**config.mk**
```make
export PLATFORM = sky130hd
export DESIGN_NAME = ccm_ctr_xor_stage
export DESIGN_NICKNAME = d
export VERILOG_FILES = /design/src/rtl/ccm_pkg.sv /design/src/rtl/ccm_ctr_xor_fifo.sv /design/src/rtl/ccm_ctr_xor_stage.sv
export SDC_FILE = /design/constraint.sdc
export NUM_CORES = 1
export LEC_CHECK = 0
export CAP_MARGIN = 20
export CORE_MARGIN = 5
export CORE_UTILIZATION = 50
export CTS_CLUSTER_SIZE = 16
export DETAILED_ROUTE_END_ITERATION = 10
export PLACE_DENSITY = 0.78
export REMOVE_ABC_BUFFERS = 1
export SLEW_MARGIN = 10
export SYNTH_ARGS = -nofsm -noshare
export SYNTH_HDL_FRONTEND = slang
export SYNTH_SLANG_ARGS = --single-unit
```
**constraint.sdc**
```tcl
create_clock -name clk -period 14.2 [get_ports clk]
set_clock_uncertainty 0.15 [all_clocks]
set_input_delay 3.55 -clock clk [delete_from_list [all_inputs] [get_ports clk]]
set_output_delay 3.55 -clock clk [all_outputs]
set_load 0.05 [all_outputs]
```
**src/rtl/ccm_pkg.sv**
```systemverilog
// Shared definitions for the CCM counter-mode XOR stage: default widths, FSM encoding, byte mask.
package ccm_pkg;

    localparam int unsigned CCM_WIDTH_KEY   = 128;
    localparam int unsigned CCM_WIDTH_BYTES = 4;
    localparam int unsigned CCM_KEY_BYTES   = CCM_WIDTH_KEY / 8;

    typedef enum logic [1:0] {
        ST_IDLE = 2'd0,
        ST_REQ  = 2'd1,
        ST_WAIT = 2'd2,
        ST_OUT  = 2'd3
    } ccm_state_e;

    // Keep-mask for a partial last block: byte 0 is the MS byte; bytes == 0 keeps the whole block.
    function automatic logic [CCM_WIDTH_KEY-1:0] mask_bytes(input logic [CCM_WIDTH_BYTES-1:0] bytes);
        logic [CCM_WIDTH_KEY-1:0] m;
        m = '0;
        for (int unsigned i = 0; i < CCM_KEY_BYTES; i++) begin
            m = {m[CCM_WIDTH_KEY-9:0],
                 ((bytes == '0) || (i < 32'(bytes))) ? 8'hFF : 8'h00};
        end
        return m;
    endfunction

endpackage

```
**src/rtl/ccm_ctr_xor_fifo.sv**
```systemverilog
// Synchronous payload FIFO; pointers carry one extra wrap bit to tell full from empty.
module ccm_ctr_xor_fifo #(
    parameter int unsigned WIDTH = 133,
    parameter int unsigned DEPTH = 4
) (
    input  logic             clk,
    input  logic             kill_n,
    input  logic             wr_en,
    input  logic [WIDTH-1:0] wr_data,
    input  logic             rd_en,
    output logic [WIDTH-1:0] rd_data,
    output logic             full,
    output logic             empty
);

    localparam int unsigned AW = $clog2(DEPTH);
    localparam logic [AW:0] PTR_ONE = (AW+1)'(1);

    logic [AW:0]      wr_ptr_q, wr_ptr_d;
    logic [AW:0]      rd_ptr_q, rd_ptr_d;
    logic [WIDTH-1:0] mem_q [DEPTH];
    logic             do_wr, do_rd;

    assign full    = (wr_ptr_q[AW] != rd_ptr_q[AW]) && (wr_ptr_q[AW-1:0] == rd_ptr_q[AW-1:0]);
    assign empty   = (wr_ptr_q == rd_ptr_q);
    assign do_wr   = wr_en && !full;
    assign do_rd   = rd_en && !empty;
    assign rd_data = mem_q[rd_ptr_q[AW-1:0]];

    always_comb begin
        wr_ptr_d = wr_ptr_q;
        rd_ptr_d = rd_ptr_q;
        if (do_wr) wr_ptr_d = wr_ptr_q + PTR_ONE;
        if (do_rd) rd_ptr_d = rd_ptr_q + PTR_ONE;
    end

    always_ff @(posedge clk or negedge kill_n) begin
        if (!kill_n) begin
            wr_ptr_q <= '0;
            rd_ptr_q <= '0;
        end else begin
            wr_ptr_q <= wr_ptr_d;
            rd_ptr_q <= rd_ptr_d;
        end
    end

    // Storage needs no reset: pointers alone define what is valid.
    always_ff @(posedge clk) begin
        if (do_wr) mem_q[wr_ptr_q[AW-1:0]] <= wr_data;
    end

endmodule

```
**src/rtl/ccm_ctr_xor_stage.sv**
```systemverilog
// CCM counter-mode XOR stage: FIFO-buffered payload, one keystream request per block, valid/ready out.
// Optional CCM_CTR_BYTE_MASK_EN zeroes the unused tail bytes of a short final block.
module ccm_ctr_xor_stage
    import ccm_pkg::*;
#(
    parameter int unsigned WIDTH_KEY   = CCM_WIDTH_KEY,
    parameter int unsigned FIFO_DEPTH  = 4,
    parameter int unsigned WIDTH_BYTES = CCM_WIDTH_BYTES
) (
    input  logic                   clk,
    input  logic                   kill_n,
    input  logic [WIDTH_KEY-1:0]   din,
    input  logic                   din_last,
    input  logic [WIDTH_BYTES-1:0] din_bytes,
    input  logic                   din_valid,
    output logic                   din_ready,
    output logic                   ks_req,
    input  logic [WIDTH_KEY-1:0]   ks_data,
    input  logic                   ks_en,
    output logic [WIDTH_KEY-1:0]   dout,
    output logic                   dout_last,
    output logic [WIDTH_BYTES-1:0] dout_bytes,
    output logic                   dout_valid,
    input  logic                   dout_ready,
    output logic                   busy,
    output logic                   err_ks
);

    localparam int unsigned FW = WIDTH_KEY + WIDTH_BYTES + 1;

    ccm_state_e             state_q, state_d;
    logic [WIDTH_KEY-1:0]   work_data_q, work_data_d;
    logic                   work_last_q, work_last_d;
    logic [WIDTH_BYTES-1:0] work_bytes_q, work_bytes_d;
    logic [WIDTH_KEY-1:0]   dout_q, dout_d;
    logic                   dout_last_q, dout_last_d;
    logic [WIDTH_BYTES-1:0] dout_bytes_q, dout_bytes_d;
    logic                   dout_valid_q, dout_valid_d;
    logic                   ks_req_q, ks_req_d;
    logic                   err_ks_q, err_ks_d;

    logic [FW-1:0]          fifo_rd_data;
    logic                   fifo_full, fifo_empty;
    logic                   push, pop;
    logic [WIDTH_KEY-1:0]   xor_c;
`ifdef CCM_CTR_BYTE_MASK_EN
    logic [CCM_WIDTH_KEY-1:0] mask_c;
`endif

    assign push = din_valid && !fifo_full;

    ccm_ctr_xor_fifo #(
        .WIDTH (FW),
        .DEPTH (FIFO_DEPTH)
    ) u_fifo (
        .clk     (clk),
        .kill_n  (kill_n),
        .wr_en   (push),
        .wr_data ({din_last, din_bytes, din}),
        .rd_en   (pop),
        .rd_data (fifo_rd_data),
        .full    (fifo_full),
        .empty   (fifo_empty)
    );

    // Keystream XOR, with optional tail-byte clearing on a short final block.
    always_comb begin
        xor_c = work_data_q ^ ks_data;
`ifdef CCM_CTR_BYTE_MASK_EN
        mask_c = mask_bytes(CCM_WIDTH_BYTES'(work_bytes_q));
        if (work_last_q && (work_bytes_q != '0)) begin
            xor_c = xor_c & mask_c[CCM_WIDTH_KEY-1 -: WIDTH_KEY];
        end
`endif
    end

    always_comb begin
        state_d      = state_q;
        work_data_d  = work_data_q;
        work_last_d  = work_last_q;
        work_bytes_d = work_bytes_q;
        dout_d       = dout_q;
        dout_last_d  = dout_last_q;
        dout_bytes_d = dout_bytes_q;
        dout_valid_d = dout_valid_q;
        pop          = 1'b0;
        err_ks_d     = ks_en && (state_q != ST_WAIT);

        case (state_q)
            ST_IDLE: begin
                if (!fifo_empty) begin
                    pop = 1'b1;
                    {work_last_d, work_bytes_d, work_data_d} = fifo_rd_data;
                    state_d = ST_REQ;
                end
            end
            ST_REQ: state_d = ST_WAIT;
            ST_WAIT: begin
                if (ks_en) begin
                    dout_d       = xor_c;
                    dout_last_d  = work_last_q;
                    dout_bytes_d = work_bytes_q;
                    dout_valid_d = 1'b1;
                    state_d      = ST_OUT;
                end
            end
            ST_OUT: begin
                if (dout_ready) begin
                    dout_valid_d = 1'b0;
                    if (!fifo_empty) begin
                        pop = 1'b1;
                        {work_last_d, work_bytes_d, work_data_d} = fifo_rd_data;
                        state_d = ST_REQ;
                    end else begin
                        state_d = ST_IDLE;
                    end
                end
            end
            default: state_d = ST_IDLE;
        endcase

        ks_req_d = (state_d == ST_REQ);
    end

    always_ff @(posedge clk or negedge kill_n) begin
        if (!kill_n) begin
            state_q      <= ST_IDLE;
            work_data_q  <= '0;
            work_last_q  <= 1'b0;
            work_bytes_q <= '0;
            dout_q       <= '0;
            dout_last_q  <= 1'b0;
            dout_bytes_q <= '0;
            dout_valid_q <= 1'b0;
            ks_req_q     <= 1'b0;
            err_ks_q     <= 1'b0;
        end else begin
            state_q      <= state_d;
            work_data_q  <= work_data_d;
            work_last_q  <= work_last_d;
            work_bytes_q <= work_bytes_d;
            dout_q       <= dout_d;
            dout_last_q  <= dout_last_d;
            dout_bytes_q <= dout_bytes_d;
            dout_valid_q <= dout_valid_d;
            ks_req_q     <= ks_req_d;
            err_ks_q     <= err_ks_d;
        end
    end

    assign din_ready  = !fifo_full;
    assign busy       = (state_q != ST_IDLE) || !fifo_empty;
    assign ks_req     = ks_req_q;
    assign dout       = dout_q;
    assign dout_last  = dout_last_q;
    assign dout_bytes = dout_bytes_q;
    assign dout_valid = dout_valid_q;
    assign err_ks     = err_ks_q;

endmodule

```
# [Word-level counts from Yosys, hierarchy flattened]
# Memories as Yosys holds them, arrays and structs flattened.
# Cells that the tools add are included.
# Widths: inputs -> output; s select.
[totals] regBits=277 ramBits=532 in_bits=266 out_inout_bits=138 elab_cells=63 mem_count=1
[mem_list] name="u_fifo.mem_q" words=4 word_bits=133 read_ports=1 rd_ports_with_merged_regs=0 wr=1 line_no="ccm_ctr_xor_fifo.sv:21" text="logic [WIDTH-1:0] mem_q [DEPTH];"
[op_classes] add_sub_neg=2 eq_ne=10 n_mux=22 bitwise=1 reduce_logical=15
[op_table] cell="$mux 128" n=2
[op_table] cell="$pmux 128 s2" n=1
[op_table] cell="$xor 128x128->128" n=1
[op_table] cell="$mux 1" n=9
[op_table] cell="$mux 4" n=2
[op_table] cell="$pmux 2 s4" n=1
[op_table] cell="$pmux 4 s2" n=1
[op_table] cell="$add 3x1->3 const B" n=2
[op_table] cell="$mux 2" n=3
[op_table] cell="$ne 2x2->1 const B" n=3
[op_table] cell="$pmux 1 s2" n=3
[op_table] cell="$reduce_bool 2->1" n=3
[op_table] cell="$logic_and 1x1->1" n=5
[op_table] cell="$eq 2x1->1 const B" n=2
[op_table] cell="$eq 2x2->1 const B" n=2
[op_table] cell="$reduce_and 2->1" n=2
[op_table] cell="$eq 3x3->1" n=1
[op_table] cell="$reduce_and 3->1" n=1
[op_table] cell="$eq 2x2->1" n=1
[op_table] cell="$logic_not 1->1" n=2
[op_table] cell="$logic_not 2->1" n=1
[op_table] cell="$logic_or 1x1->1" n=1
[op_table] cell="$ne 1x1->1" n=1

# [Longest topological paths before layout]
# Gate-level depths: netlist of run 1.
[logic_depth] depth_word=7 ltp_mapped=8 ltp_nobuf=6

# [Hierarchy]
# A second synthesis of run 1 with hierarchy kept.
[unflattened] cells_unflattened=1611 area_unflattened_um2=30960.9
[by_module_without_submodules] module="ccm_ctr_xor_fifo" n_inst=1 cells_each=743 area_each_um2=19667.6 seq_area_each_um2=16125.5
[by_module_without_submodules] module="ccm_ctr_xor_stage" n_inst=1 cells_each=868 area_each_um2=11293.3 seq_area_each_um2=6781.5

# [Worst setup path after synthesis of run 1]
# OpenSTA, ideal clock, no wires.
[synth_path] path_type="input to register" start="in din_valid" end="mem u_fifo.mem_q[3][0], enable pin" setup_time_ps=511 t_arrival_ps=6673 t_required_ps=13539 setup_slack_ps=6866 cell_stages=1 n_path_buf=0 cell_sequence="and3_1"
[synth_via] elab_chain_len=4
[synth_lines] item="from (decl)" line_no="ccm_ctr_xor_stage.sv:15" text="input logic din_valid,"
[synth_lines] item="$logic_and 1x1->1" line_no="ccm_ctr_xor_stage.sv:50" text="assign push = din_valid && !fifo_full;"
[synth_lines] item="$logic_and 1x1->1" line_no="ccm_ctr_xor_fifo.sv:26" text="assign do_wr = wr_en && !full;"
[synth_lines] item="$mux 1" line_no="ccm_ctr_xor_fifo.sv:49" text="if (do_wr) mem_q[wr_ptr_q[AW-1:0]] <= wr_data;"
[synth_lines] item="$mux 1 (implied by the code)" line_no="ccm_ctr_xor_fifo.sv:49"
[synth_lines] item="to (decl)" line_no="ccm_ctr_xor_fifo.sv:21"
# Every way passes these cells.

# [Worst setup path in the final report of run 1]
[layout_path] start="reg u_fifo.rd_ptr_q[1]" end="out busy"
[layout_via] elab_chain_len=3
[layout_lines] item="from (decl)" line_no="ccm_ctr_xor_fifo.sv:20" text="logic [AW:0] rd_ptr_q, rd_ptr_d;"
[layout_lines] item="from (signal assigned)" line_no="ccm_ctr_xor_fifo.sv:43" text="rd_ptr_q <= rd_ptr_d;"
[layout_lines] item="$eq 3x3->1" line_no="ccm_ctr_xor_fifo.sv:25" text="assign empty = (wr_ptr_q == rd_ptr_q);"
[layout_lines] item="$logic_not 1->1" line_no="ccm_ctr_xor_stage.sv:152" text="assign busy = (state_q != ST_IDLE) || !fifo_empty;"
[layout_lines] item="$logic_or 1x1->1" line_no="ccm_ctr_xor_stage.sv:152"
[layout_lines] item="to (decl)" line_no="ccm_ctr_xor_stage.sv:25" text="output logic busy,"
# Every way passes these cells.

==> results.cfg, run 1 <==
[placed_design]
dpl_worst_slack_ns = 7.32
post-place-cells = 2727
hpwl_mm = 39.5
portBuffers = 403
gp_congestion = 0.779

[sta]
rsz0062_at_grt = no
max-slew-margin-rel_pct = 34.2
worstMarginPinSlew_ns = 0.987
post-route-period-util_pct = 48.4
drv_slew = 0
fin_ws_ns = 7.32
whs_ns = 0.351
max_freq_ghz = 0.145
hold_viol_final = 0
setup_viol = 0
fin_crit_ns = 6.88
fin_tns_setup_ns = 0

[worst_setup_path]
cp.arrival_ns = 3.18
crit_required_ns = 10.50
crit_type = reg -> out
crit_path_start_kind = flop
r2r-end = u_fifo.mem_q[3][94]$_DFFE_PP_
endpoint_kind = output port
ff2ff_setup_slack_ns = 9.89
rr_worst_depth = 5
cp_max_fo = 64
r2r_start = u_fifo.rd_ptr_q[1]$_DFFE_PN0P_

[final_layout]
seq_area_um2 = 22900
drive_gt1_share_pct = 16.6
syn2layout_area_growth_pct = 24.8
nets = 2304
nFillCells = 4142
finalNonFillerCells = 2889
multi_input_area_um2 = 7230

[logic_synthesis]
ys_types = 28
synth-seq-cells = 809
yosysSeqAreaShare_pct = 75.1
synth_ff_type = edfxtp_1
avgSynthCellArea_um2 = 19.1
ys_async_sr_fraction_pct = 34.2
syn-cell-area_um2 = 30500
synth_cells = 1597
synth-edff-count = 532
ys_warn_count = 0

[global_route]
antenna_found_initial = 13
grt_usage_pct = 19.2
grt_pass1_wl_mm = 98.9
grt.overflow.total = 0
grt_pass1_vias = 16500
grt_max_degree = 134

[clock_tree]
path_clk_slew_ns = 0.06
cts_sinks = 809
cts_root_buf = clkbuf_16
ctsResizeCount = 0
clkLatencyLatePin_ns = 0.60
htreeDepth = 3
cts_buffer_depth = 3
cts_hold_buffers = 0
cts_buffers = 80
cts_tree = done
postCtsSetupBuffers = 0

[floorplan]
rows = 90
coreArea_um2 = 60400
die_x_um = 257
die_h_um = 257
start_util_pct = 50.5
die_area_um2 = 66000
num_io_pins = 404

[pwr]
peakVddDrop_v = 0.000179
p_per_area_nw_per_um2 = 241
cellLeakagePower_nw = 13.3

[worst_hold_path]
min_to = u_fifo.rd_ptr_q[2]$_DFFE_PN0P_
whs_path_depth = 1
min_path_type = reg -> reg
worstHoldStart = u_fifo.rd_ptr_q[2]$_DFFE_PN0P_

[detailed_routing]
ant_nets = 0
wl_per_cell_um = 22.0
drc_errors = 0
drtIter0Drc = 915
drtPass1Iterations = 5
vias = 15500
routed_wirelength_mm = 63.6
avgViaCountPerCell = 5.36

[run]
maxCapViolations = 0

[status]
outcome = complete, no violations
synth_stat cells (2+ instances only):
| cell | number | share of area, % |
|---|---|---|
| a21oi_1 | 132 | 2.2 |
| a311oi_1 | 2 | 0.057 |
| and3_1 | 5 | 0.10 |
| buf_1 | 11 | 0.14 |
| buf_2 | 16 | 0.26 |
| buf_6 | 7 | 0.26 |
| clkbuf_1 | 39 | 0.48 |
| dfrtp_1 | 277 | 23 |
| edfxtp_1 | 532 | 52 |
| ha_1 | 10 | 0.41 |
| inv_1 | 6 | 0.074 |
| mux2_1 | 70 | 2.6 |
| mux2_2 | 70 | 2.6 |
| mux4_2 | 133 | 9.8 |
| nand2_1 | 5 | 0.062 |
| nor2_1 | 131 | 1.6 |
| nor2b_1 | 3 | 0.062 |
| o21ai_0 | 5 | 0.082 |
| xnor2_1 | 133 | 3.8 |
| xor2_1 | 2 | 0.057 |
layout by cell type (no fill, tap or decap), types with 11 or more instances in the layout:
cell type / synthesis / layout
a21oi_1: 132 / 132
buf_4: 1 / 18
clkbuf_1: 39 / 20
clkbuf_16: 0 / 86
clkdlybuf4s50_1: 0 / 402
clkinv_1: 0 / 14
dfrtp_1: 277 / 275
diode_2: 0 / 11
edfxtp_1: 532 / 532
mux2_1: 70 / 70
mux2_2: 70 / 70
mux4_2: 133 / 133
nor2_1: 131 / 131
xnor2_1: 133 / 133
critical path, stage by stage, from the launching register on:
cell and delay, ns:
dfrtp_4 1.08, xnor2_1 0.21, and3_1 0.32, nand2_1 0.14, clkdlybuf4s50_1 0.82
registers in the layout, indices dropped and copies added, names as in the netlist, 2 cells and up:
name	flops
u_fifo.mem_q	532
dout	128
work_data_q	128
dout_bytes	4
work_bytes_q	4
u_fifo.rd_ptr_q	3
u_fifo.wr_ptr_q	3
state_q	2
area by class of cell:
| cell class | count | share of cell area [%] |
|---|---|---|
| timing repair buffer | 423 | 11.1 |
| clock inverter | 38 | 0.924 |
| sequential | 809 | 60.2 |
| inverter | 6 | 0.0592 |
| antenna | 11 | 0.0723 |
| multi-input combinational | 708 | 19.0 |
| clock buffer | 112 | 6.07 |
| tap | 782 | 2.57 |
worst max-delay path by stage:
stage                              startpoint  depth (start not counted)  slack (ns)                       endpoint
2_1_floorplan  u_fifo.rd_ptr_q[0]$_DFFE_PN0P_                          3        4.12   u_fifo.mem_q[3][0]$_DFFE_PP_
3_3_place_gp                        din_valid                          4        7.38  u_fifo.mem_q[3][37]$_DFFE_PP_
3_5_place_dp                        din_valid                          4        7.32  u_fifo.mem_q[2][78]$_DFFE_PP_
4_1_cts        u_fifo.rd_ptr_q[1]$_DFFE_PN0P_                          4        7.22                           busy
5_1_grt        u_fifo.rd_ptr_q[1]$_DFFE_PN0P_                          4        7.12                           busy
6_report       u_fifo.rd_ptr_q[1]$_DFFE_PN0P_                          4        7.32                           busy
stage by stage:
step | utilization (%) | total power [mW] | cell area (um^2)
global route | 63.0 | 9.63 | 38000
CTS | 63.0 | 9.29 | 38000
floorplan | - | 6.24 | 30100
global placement | 58.5 | 7.03 | 35300
finish | 63.0 | 9.17 | 38100
detailed placement | 58.5 | 7.14 | 35300
per-layer routing:
layer | GRT usage, % | wire length [um] | vias up
li1 | - | - | 6977
met1 | 25.7 | 26100 | 7978
met2 | 31.5 | 32100 | 425
met3 | 5.39 | 4140 | 85
met4 | 5.29 | 1260 | 10
met5 | 0 | 57 | -
report_power, final:
part	total, mW	leakage (nW)	switching [mW]	internal, mW
clock network	2.11	1.30	0.857	1.25
registers	3.78	8.05	0.435	3.34
logic	3.28	3.99	1.82	1.46
total	9.17	13.3	3.11	6.05
cells by family (layout without fill, tap and decap cells):
group                    Yosys count  count (layout)  synth area share, %
multiplexers                     273             273                 15.0
adder cells (fa/ha/maj)           10              10                0.410
buffers and inverters             80             579                 1.24
flip-flops                       809             809                 75.1
AND/OR/NAND/NOR                  149             149                 1.99
AO/OA/AOI/OAI                    141             141                 2.36
XOR/XNOR                         135             135                 3.88
other                              0              11                    0
Power figures use the tool's default switching activity.
==> run 2: changes to the inputs <==
Settings changed: PLACE_DENSITY 0.78 to 0.8.
Clock period 14.2 ns to 5.9 ns, I/O delays scaled along.
==> run 2 against run 1 <==
  * Count of clock-buffer cells in the layout is 12 higher
  * Routed wire length is 0.34% higher
  * Combinational power is 150% higher
  * Total power is 140% higher
  * Sequential power is 140% higher
  * Die area stayed put
  * First-iteration DRC count is 10% higher
  * Core utilization hardly changed
  * Critical path type unchanged
  * Largest cell class unchanged
==> results.cfg, run 2 (synthesis gave the netlist of run 1 again) <==
[status]
outcome = complete, no violations

[global_route]
antenna_found_initial = 21
use_met3_pct = 5.32
grt_pass1_wl_mm = 98.5
grt_max_degree = 136
grt_util_met2_pct = 31.8
grt_usage_pct = 19.2
grt.busiest_layer = met2
grt.overflow.total = 0
grt_pass1_vias = 16800
use_met1_pct = 25.1

[clock_tree]
cts_root_buf = clkbuf_16
cts_tree = done
path_clk_slew_ns = 0.06
ctsResizeCount = 0
cts_buffer_depth = 3
cts_hold_buffers = 0
cts_sinks = 809
clkLatencyLatePin_ns = 0.61
postCtsSetupBuffers = 0
cts_buffers = 82
htreeDepth = 3

[detailed_routing]
drtIter0Drc = 1008
avgViaCountPerCell = 5.37
routed_wirelength_mm = 63.9
vias = 15600
ant_nets = 0
drtPass1Iterations = 4
wl_per_cell_um = 22.1
drc_errors = 0

[floorplan]
num_io_pins = 404
start_util_pct = 50.5
rows = 90
die_h_um = 257
coreArea_um2 = 60400
die_x_um = 257
die_area_um2 = 66000

[final_layout]
finalNonFillerCells = 2896
syn2layout_area_growth_pct = 24.8
final_common_cell = edfxtp_1
nets = 2308
largest_reg_flops = 532
final_cell_mix = edfxtp_1 (532), clkdlybuf4s50_1 (402), dfrtp_1 (275), xnor2_1 (133), mux4_2 (133)
drive_gt1_share_pct = 16.5

[pwr]
cellLeakagePower_nw = 13.3
peakVddDrop_v = 0.000654
power_mw = 21.9
p_per_area_nw_per_um2 = 576

[placed_design]
hpwl_mm = 38.8
gp_congestion = 0.774
post-place-cells = 2730
portBuffers = 403

[worst_setup_path]
crit_type = reg -> out
r2r-end = work_data_q[120]$_DFFE_PN0P_
crit_required_ns = 4.28
critPathBufInv = 1
rr_worst_depth = 5
crit_family = buffers and inverters
critPathSlowestCell = clkdlybuf4s50_1
cp_max_fo = 5
ff2ff_setup_slack_ns = 2.76
cp.arrival_ns = 2.48
slowest_delay_ns = 0.73
r2r_start = u_fifo.rd_ptr_q[0]$_DFFE_PN0P_
path_cells = xnor2_1 -> and3_1 -> nand2_1 -> clkdlybuf4s50_1
crit_path_start_kind = flop
endpoint_kind = output port

[worst_hold_path]
min_to = u_fifo.wr_ptr_q[2]$_DFFE_PN0P_
whs_path_depth = 1
worstHoldStart = u_fifo.wr_ptr_q[2]$_DFFE_PN0P_
min_path_type = reg -> reg

[sta]
setup_viol = 0
rsz0062_at_grt = no
drv_slew = 0
max-slew-margin-rel_pct = 32.6
worstMarginPinSlew_ns = 1.01
hold_viol_final = 0
fin_crit_ns = 4.11
post-route-period-util_pct = 69.6
max_freq_ghz = 0.243

[run]
maxCapViolations = 0
## run 2: worst max path at each step
| stage | start | endpoint | slack (ns) | depth (start not counted) |
|---|---|---|---|---|
| 2_1_floorplan | u_fifo.rd_ptr_q[0]$_DFFE_PN0P_ | u_fifo.mem_q[3][0]$_DFFE_PP_ | -4.18 | 3 |
| 6_report | u_fifo.wr_ptr_q[0]$_DFFE_PN0P_ | busy | 1.79 | 4 |
| 4_1_cts | u_fifo.wr_ptr_q[0]$_DFFE_PN0P_ | busy | 1.74 | 4 |
| 3_3_place_gp | dout_ready | work_data_q[52]$_DFFE_PN0P_ | 2.14 | 5 |
| 3_5_place_dp | dout_ready | work_data_q[8]$_DFFE_PN0P_ | 2.06 | 5 |
| 5_1_grt | u_fifo.wr_ptr_q[0]$_DFFE_PN0P_ | busy | 1.63 | 4 |
## run 2: per-stage QoR
| step | setup WS [ns] | hold WS (ns) | utilization (%) | instance area [um^2] | TNS [ns] |
|---|---|---|---|---|---|
| floorplan | -4.18 | 0.312 | - | 30100 | -2807.55 |
| global placement | 2.14 | 0.327 | 58.7 | 35400 | 0 |
| detailed placement | 2.06 | 0.337 | 58.8 | 35500 | 0 |
| CTS | 1.74 | 0.348 | 63.0 | 38000 | 0 |
| global route | 1.63 | 0.369 | 63.0 | 38000 | 0 |
| finish | 1.79 | 0.350 | 63.0 | 38100 | 0 |
## run 2: routing by layer
| layer | wire length [um] | share of wire [%] | vias up |
|---|---|---|---|
| li1 | - | - | 6984 |
| met1 | 26200 | 41 | 8084 |
| met2 | 32200 | 50 | 381 |
| met3 | 4040 | 6.3 | 101 |
| met4 | 1370 | 2.1 | 10 |
| met5 | 72 | 0.11 | - |
## run 2: report_power, final
group | internal [mW] | switching, mW
clock network | 2.82 | 2.04
registers | 8.04 | 0.879
logic | 3.57 | 4.57
total | 14.4 | 7.49
## run 2: final cells by class
class,count,area [um^2]
Timing Repair Buffer,425,4340
Tap cell,782,978
Inverter,6,22.5
Clock inverter,26,191
Multi-Input combinational cell,708,7230
Clock buffer,124,2330
Antenna cell,16,40.0
Sequential cell,809,22900
Fill cell,4043,22300
## run 2: worst reg2reg max path, cell delays in order (launching register included)
cell and delay, ns:
dfrtp_4 0.41, buf_4 0.37, buf_16 0.32, buf_4 0.79
mux4_2 0.67, mux2_1 0.32
==> run 3: changes to the inputs <==
Clock period 5.9 ns to 3.7 ns, I/O delays scaled along.
==> run 3 against run 2 <==
  * Die area did not move
  * Clock power rose by 75%
  * Sequential share of layout area fell by 0.77 points
  * Non-clock buffer count rose by 24
  * Sequential power rose by 60%
  * Critical endpoint is now din_ready
  * Global-route usage rose by 0.84 points
  * Largest power group unchanged
  * Worst setup slack got worse by 1.5 ns
  * Routed wire length rose by 3.2%
  * Via count rose by 1.7%
==> results.cfg, run 3 (synthesis gave the netlist of run 1 again) <==
[final_layout]
final_cell_mix = edfxtp_1 (532), clkdlybuf4s50_1 (400), dfrtp_1 (275), xnor2_1 (133), mux4_2 (133)
nFillCells = 3993
syn2layout_area_growth_pct = 26.4
final_core_util_pct = 63.9
final_area_um2 = 38500
nets = 2331
drive_gt1_share_pct = 17.9
largest_reg_flops = 532
final_common_cell = edfxtp_1

[clock_tree]
clkLatencyLatePin_ns = 0.63
htreeDepth = 3
postCtsSetupBuffers = 0
cts_sinks = 809
cts_buffer_depth = 3
cts_buffers = 81
path_clk_slew_ns = 0.06
ctsResizeCount = 1
cts_root_buf = clkbuf_16
cts_tree = done
cts_hold_buffers = 0

[worst_setup_path]
ff2ff_setup_slack_ns = 0.90
rr_worst_depth = 4
endpoint_kind = output port
r2r_start = u_fifo.rd_ptr_q[0]$_DFFE_PN0P_
cp_max_fo = 27
r2r-end = work_data_q[62]$_DFFE_PN0P_
crit_required_ns = 2.62
cp.arrival_ns = 2.31
crit_path_start_kind = flop
crit_type = reg -> out

[placed_design]
portBuffers = 403
place_area_um2 = 35700
hpwl_mm = 39.7
gp_congestion = 0.796

[sta]
max_freq_ghz = 0.296
post-route-period-util_pct = 91.4
rsz0062_at_grt = no
setup_viol = 0
worstMarginPinSlew_ns = 0.914
drv_slew = 0
hold_viol_final = 0
max-slew-margin-rel_pct = 39.1
fin_crit_ns = 3.38

[status]
outcome = complete, no violations

[floorplan]
num_io_pins = 404
die_x_um = 257
rows = 90
die_area_um2 = 66000
start_util_pct = 50.5
coreArea_um2 = 60400
die_h_um = 257

[worst_hold_path]
min_path_type = in -> async

[global_route]
grt_pass1_wl_mm = 103
grt_usage_pct = 20.1
grt.overflow.total = 0
grt_pass1_vias = 17600
antenna_found_initial = 11
grt_max_degree = 108

[run]
maxCapViolations = 0

[pwr]
peakVddDrop_v = 0.000587
p_per_area_nw_per_um2 = 935
power_mw = 36.1
cellLeakagePower_nw = 13.6

[detailed_routing]
vias = 15800
wl_per_cell_um = 22.6
drtIter0Drc = 1130
drtPass1Iterations = 5
routed_wirelength_mm = 65.9
ant_nets = 0
avgViaCountPerCell = 5.44
drc_errors = 0
## run 3: worst max path at each step
stage | startpoint | end | slack (ns)
2_1_floorplan | u_fifo.rd_ptr_q[0]$_DFFE_PN0P_ | u_fifo.mem_q[3][0]$_DFFE_PP_ | -6.38
3_3_place_gp | dout_ready | work_data_q[48]$_DFFE_PN0P_ | 0.66
3_5_place_dp | dout_ready | work_bytes_q[1]$_DFFE_PN0P_ | 0.60
4_1_cts | u_fifo.rd_ptr_q[1]$_DFFE_PN0P_ | din_ready | 0.26
5_1_grt | u_fifo.rd_ptr_q[1]$_DFFE_PN0P_ | din_ready | 0.20
6_report | u_fifo.rd_ptr_q[1]$_DFFE_PN0P_ | din_ready | 0.32
## run 3: per-layer routing
layer  up-vias  routed length [um]  track usage [%]
met1      8155               25800             25.6
met5         -                  57                0
met2       506               34000             34.3
met3       129                4140             5.16
met4        10                1880             6.46
li1       7027                   -                -
## run 3: report_power, final
part	switching, mW	internal, mW	total (mW)
sequential	1.52	12.8	14.3
combinational	7.34	5.85	13.2
clock	3.45	5.07	8.52
total	12.3	23.7	36.1
## run 3: layout make-up
cell class | instances | area, um^2 | share of cell area [%]
diodes | 6 | 15.0 | 0.0390
repair buffers | 449 | 4580 | 11.9
clock buffers | 108 | 2240 | 5.82
well taps | 782 | 978 | 2.54
clock inverters | 44 | 561 | 1.45
flip-flops and latches | 809 | 22900 | 59.5
multi-input cells | 708 | 7230 | 18.8
inverters | 6 | 22.5 | 0.0584
## run 3: critical path, stage by stage, from the launching register on
cell	delay [ns]
dfrtp_4	0.66
xnor2_1	0.22
nand3b_1	0.21
dlygate4sd2_1	0.59
## run 3: per-stage QoR
step,setup slack [ns],hold WS [ns],cells,TNS (ns)
final,0.318,0.146,2912,0
after global routing,0.198,0.195,2911,0
after CTS,0.262,0.169,2906,0
after detailed placement,0.597,0.334,2754,0
after global placement,0.661,0.328,2754,0
after floorplan,-6.38,0.312,1523,-4514.75
